==> src/rtl/discrete_clk_seq.sv <==
// discrete_clk_seq
// Generates the emulated slow logic clock (CLK_N) and the power-on clear
// (CLR_N) for banks of discrete flip-flop models, all on the fast CLK_DRV.
// Every emulated high and low phase lasts a fixed number of CLK_DRV cycles.
// This lets downstream edge detectors with one cycle of history see each edge
// exactly once. A pause/single-step handshake supports debug.
//
// Ports:
//   CLK_DRV    in   fast system clock, rising edge
//   RESET      in   synchronous active-high reset
//   PAUSE_REQ  in   level request to freeze CLK_N high
//   STEP       in   one-cycle pulse; while paused runs one emulated period
//   CLK_N      out  emulated clock net (registered)
//   CLK_FALL   out  strobe in the first cycle CLK_N reads 0
//   CLK_RISE   out  strobe in the first cycle CLK_N reads 1 after a low phase
//   CLR_N      out  active-low power-on clear (registered)
//   PAUSED     out  emulated clock is frozen high
//   EDGE_CNT   out  falling edges issued since reset (wraps)
module discrete_clk_seq #(
  parameter int DIV      = 4,
  parameter int HIGH_CYC = 2,
  parameter int POR_CYC  = 16
) (
  input  logic        CLK_DRV,
  input  logic        RESET,
  input  logic        PAUSE_REQ,
  input  logic        STEP,
  output logic        CLK_N,
  output logic        CLK_FALL,
  output logic        CLK_RISE,
  output logic        CLR_N,
  output logic        PAUSED,
  output logic [15:0] EDGE_CNT
);

  localparam int LO_CYC  = DIV - HIGH_CYC;
  localparam int CNT_MAX = (POR_CYC > DIV) ? POR_CYC : DIV;
  localparam int CNT_W   = $clog2(CNT_MAX + 1);

  if (DIV < 4) begin : g_bad_div
    $error("discrete_clk_seq: DIV must be >= 4");
  end
  if ((HIGH_CYC < 2) || (HIGH_CYC > DIV - 2)) begin : g_bad_high
    $error("discrete_clk_seq: HIGH_CYC must be in [2, DIV-2]");
  end
  if (POR_CYC < 2) begin : g_bad_por
    $error("discrete_clk_seq: POR_CYC must be >= 2");
  end

  typedef enum logic [1:0] {
    ST_POR  = 2'd0,
    ST_HI   = 2'd1,
    ST_LO   = 2'd2,
    ST_HOLD = 2'd3
  } state_t;

  state_t             state_q, state_d;
  logic [CNT_W-1:0]   cnt_q, cnt_d;
  logic               clk_n_d, clr_n_d, fall_d, rise_d, paused_d;
  logic [15:0]        edge_cnt_d;

  always_ff @(posedge CLK_DRV) begin
    if (RESET) begin
      state_q  <= ST_POR;
      cnt_q    <= '0;
      CLK_N    <= 1'b1;
      CLR_N    <= 1'b0;
      CLK_FALL <= 1'b0;
      CLK_RISE <= 1'b0;
      PAUSED   <= 1'b0;
      EDGE_CNT <= 16'd0;
    end else begin
      state_q  <= state_d;
      cnt_q    <= cnt_d;
      CLK_N    <= clk_n_d;
      CLR_N    <= clr_n_d;
      CLK_FALL <= fall_d;
      CLK_RISE <= rise_d;
      PAUSED   <= paused_d;
      EDGE_CNT <= edge_cnt_d;
    end
  end

  always_comb begin
    state_d    = state_q;
    cnt_d      = cnt_q + 1'b1;
    clk_n_d    = CLK_N;
    clr_n_d    = CLR_N;
    fall_d     = 1'b0;
    rise_d     = 1'b0;
    paused_d   = PAUSED;
    edge_cnt_d = EDGE_CNT;

    unique case (state_q)
      ST_POR: begin
        // Clock is held high for the whole clear so no edge is seen under CLR_N.
        clk_n_d = 1'b1;
        clr_n_d = 1'b0;
        if (cnt_q == CNT_W'(POR_CYC - 1)) begin
          state_d = ST_HI;
          cnt_d   = '0;
          clr_n_d = 1'b1;
        end
      end
      ST_HI: begin
        if (cnt_q == CNT_W'(HIGH_CYC - 1)) begin
          cnt_d = '0;
          // Pause is only honoured after a complete high phase.
          if (PAUSE_REQ) begin
            state_d  = ST_HOLD;
            paused_d = 1'b1;
          end else begin
            state_d    = ST_LO;
            clk_n_d    = 1'b0;
            fall_d     = 1'b1;
            edge_cnt_d = EDGE_CNT + 16'd1;
          end
        end
      end
      ST_LO: begin
        // Low phase always runs to completion; PAUSE_REQ/STEP are not looked at.
        if (cnt_q == CNT_W'(LO_CYC - 1)) begin
          state_d = ST_HI;
          cnt_d   = '0;
          clk_n_d = 1'b1;
          rise_d  = 1'b1;
        end
      end
      ST_HOLD: begin
        cnt_d = '0;
        // Resume and single-step both issue an immediate falling edge; the
        // high phase was already satisfied before entering HOLD. A step
        // returns here naturally at the end of the next HI if still paused.
        if (!PAUSE_REQ || STEP) begin
          state_d    = ST_LO;
          clk_n_d    = 1'b0;
          fall_d     = 1'b1;
          paused_d   = 1'b0;
          edge_cnt_d = EDGE_CNT + 16'd1;
        end
      end
      default: begin
        state_d = ST_POR;
        cnt_d   = '0;
      end
    endcase
  end

endmodule

==> config.mk <==
export PLATFORM = sky130hd
export DESIGN_NAME = discrete_clk_seq
export DESIGN_NICKNAME = d
export VERILOG_FILES = /design/src/rtl/discrete_clk_seq.sv
export SDC_FILE = /design/constraint.sdc
export NUM_CORES = 1
export LEC_CHECK = 0
export ABC_CLOCK_PERIOD_IN_PS = 4700
export BUFFER_PORTS_ARGS = -buffer_cell sky130_fd_sc_hd__buf_2
export CORE_MARGIN = 4
export CORE_UTILIZATION = 54
export CTS_BUF_LIST = sky130_fd_sc_hd__clkbuf_8
export DETAILED_ROUTE_END_ITERATION = 8
export PLACE_DENSITY_LB_ADDON = 0.25
export SLEW_MARGIN = 20
export SYNTH_ARGS = -nofsm -noshare
export SYNTH_HDL_FRONTEND = slang
export SYNTH_SLANG_ARGS = --single-unit
==> constraint.sdc <==
create_clock -name CLK_DRV -period 4.7 [get_ports CLK_DRV]
set_input_delay 0.705 -clock CLK_DRV [delete_from_list [all_inputs] [get_ports CLK_DRV]]
set_output_delay 0.705 -clock CLK_DRV [all_outputs]
set_load 0.01 [all_outputs]
==> impl_metrics.csv <==
group,metric,value,unit
critical_path,ff2ff_setup_slack,2470,ps
floorplan,num_io_pins,25,
logic_synthesis,yosys.area_share.simple,26.54,%
logic_synthesis,synth.area.top_cells,"dfxtp_1, ha_1, a21oi_1, o31ai_1, or4_1",
logic_synthesis,synth_top_family_by_area,"simple AND/OR/NAND/NOR gates",
pwr,p_int,397.5,uW
routing,drc_errors,0,
sta,period_minus_slack,2234,ps
sta,slew_headroom,32.56,%
floorplan,initial_utilization,56.96,%
clock_tree,cts_hold_buf,0,
logic_synthesis,synth_warnings,0,
logic_synthesis,syn-num-nets,177,
sta,postLayoutSetupSlackWorst,2466,ps
logic_synthesis,synth_top_cell_by_area,"dfxtp_1",
routing,ant_nets,0,
logic_synthesis,synth_edf_count,0,
critical_path,arrival,2440,ps
logic_synthesis,synthXorXnorAreaFrac,2.460,%
pwr,pwr-share-comb,26.3,%
routing,wl_per_cell,13.65,um
final_layout,nets,197,
critical_path,cp_data_required_time,4900,ps
pwr,vdd_drop_max,0.0002531,V
critical_path,end_kind,"flop",
sta,slew_violations,0,
critical_path,r2r_start,"cnt_q[0]",
place,port-buffer-count,24,
logic_synthesis,synthMuxAreaShare,0.7030,%
global_route,grt_overflow,0,
global_route,grt_start_max_net_pins,29,
clock_tree,clkTransAtPathRegs,90,ps
logic_synthesis,synthFlopType,"dfxtp_1",
critical_path,critPathMaxFanout,10,
routing,drt_iter0_drc,45,
routing,vias,1282,
clock_tree,post_cts_resized,0,
sta,fmax,0.4477,GHz
logic_synthesis,synth_common_cells,"dfxtp_1, nor2_1, a21oi_1",
run_status,outcome,"finished, final reports clean",
pwr,p_switching,181.9,uW
logic_synthesis,netlist_area,1424,um2
clock_tree,insertion_delay,270,ps
sta,rsz0062_at_grt,"no",
final_layout,drive_gt1_share,17.39,%
logic_synthesis,synth_cell_type_count,41,
place,dp_hpwl,2064,um
clock_tree,htreeDepth,1,
routing,routed_wirelength,2921,um
pwr,leakage,0.0006451,uW
sta,fin_setup_tns,0,ps
floorplan,rows,18,
sta,period_share,47.53,%
global_route,grt_pass1_vias,1160,
place,dp_slack,2348,ps
final_layout,num-fill-cells,226,
clock_tree,cts_root_buf,"clkbuf_8",
critical_path,r2r_cells,6,
hold_path,hold_depth,2,
clock_tree,clock_sinks,28,
run,drv_cap,0,
sta,setup-violations-final,0,
floorplan,die_height,59.35,um
clock_tree,clockBufferDepth,2,
logic_synthesis,synthAdderAreaFrac,7.030,%
routing,first_pass_iters,4,
routing,viasPerCell,5.991,
sta,skew,5.009,ps
logic_synthesis,ys_ff_latch,28,
pwr,swShare,31.40,%
global_route,grt_first_pass_wirelength,4981,um
pwr,pwr-share-clk,25.5,%
critical_path,worstReg2RegEnd,"EDGE_CNT[9]",
logic_synthesis,yosysMostFrequentCell,"dfxtp_1",
floorplan,die_w,59.35,um
pwr,power_frac_seq,48.2,%
sta,hold_viol,0,
logic_synthesis,synth_cells,165,
pwr,power_density,361.0,nW/um2
sta,tightest_slew,1012,ps
critical_path,critPathLaunch,"cnt_q[0]",
final_layout,area_delta_synth_final,12.74,%
global_route,antenna_found_initial,0,
global_route,track_usage,17.80,%
logic_synthesis,avgSynthCellArea,8.629,um2
clock_tree,postCtsSetupBuffers,0,
critical_path,cp-start-kind,"flop",
critical_path,critical_path.endpoint,"EDGE_CNT[9]",
logic_synthesis,synth_top_area_share,39.37,%
clock_tree,cts_inserted_buffers,3,
clock_tree,cts_tree,"yes",
floorplan,core_area,2500,um2
floorplan,fp.dieArea,3522,um2
critical_path,path_class,"reg -> reg",
final_layout,diodes,0,
logic_synthesis,ys_seq_area_share,39.37,%
logic_synthesis,synth_compound_area_share,19.33,%
hold_path,hp-class,"reg -> reg",
place,gp_congestion,0.7207,
logic_synthesis,async_reset_ff_share,0,%
power by group through the flow:
stage	logic [uW]	registers, uW	clock network [uW]
after global routing	177	282	161
after global placement	146	283	0
final	153	279	148
after floorplan	116	285	0
after CTS	152	279	152
after detailed placement	150	285	0
metal layers:
layer  share of wire (%)  track usage (%)  vias up
li1                    -                -      651
met1                  47            23.16      607
met2                  47            30.27       20
met3                 4.8            2.832        4
met4                0.96            4.854        0
met5                   0                0        -
worst min path at each step:
stage	endpoint	start
6_report	CLK_N	CLK_N
5_1_grt	cnt_q[0]	cnt_q[0]
4_1_cts	CLK_N	CLK_N
3_5_place_dp	CLK_N	CLK_N
3_3_place_gp	cnt_q[0]	cnt_q[0]
2_1_floorplan	cnt_q[0]	cnt_q[0]
cell families (layout without fill, tap and decap cells):
kind of cell             Yosys count  after routing
buffers and inverters             17             36
adder cells (fa/ha/maj)            8              8
AO/OA/AOI/OAI                     41             41
AND/OR/NAND/NOR                   66             66
multiplexers                       1              1
XOR/XNOR                           4              4
flip-flops                        28             28
cell type report:
type / instances / area, um2 / share of cell area (%)
multi-input cells: 120 / 798.3 / 49.73
flip-flops and latches: 28 / 560.5 / 34.92
repair buffers: 25 / 127.6 / 7.950
clock buffers: 4 / 55.05 / 3.429
well taps: 30 / 37.54 / 2.338
inverters: 7 / 26.28 / 1.637
flip-flops by register name, indices dropped and copies added (netlist names):
register and flops:
cnt_q 5, CLK_N 1, EDGE_CNT 16, state_q 2
CLK_FALL 1, PAUSED 1, CLR_N 1, CLK_RISE 1
placed cells by master (no fill, tap or decap), drive strengths merged, types with 2 or more instances in the layout:
cell type  Yosys  layout
a211oi         2       2
a21oi         14      14
a222oi         2       2
a32oi          2       2
and2           2       2
and4           2       2
buf            3      24
clkbuf         7       5
dfxtp         28      28
ha             8       8
inv            7       7
nand2          8       8
nand2b         3       3
nand3          6       6
nand4          4       4
nor2          16      16
nor2b          3       3
nor3           2       2
o21ai          5       5
o31ai          9       9
or3            3       3
or4            9       9
xnor2          2       2
xor2           2       2
per-stage QoR:
stage                     utilization [%]  cells  hold WS (ps)  total power [uW]  cell area, um2
after detailed placement            61.71    209         460.9             434.3            1543
after global placement              61.71    209         452.2             429.0            1543
after floorplan                         -    165         433.2             401.8            1424
after CTS                           63.91    213         476.6             583.0            1598
after global routing                64.21    214         520.4             620.8            1605
final                               64.21    214         471.2             579.4            1605
worst max-delay path: stages (launching register included):
cell and delay, ps:
dfxtp_1 390, ha_1 180, nor4b_2 410, a22oi_1 270, clkbuf_4 260, or4_1 510
a21oi_1 160
(Power assumes the default switching activity.)
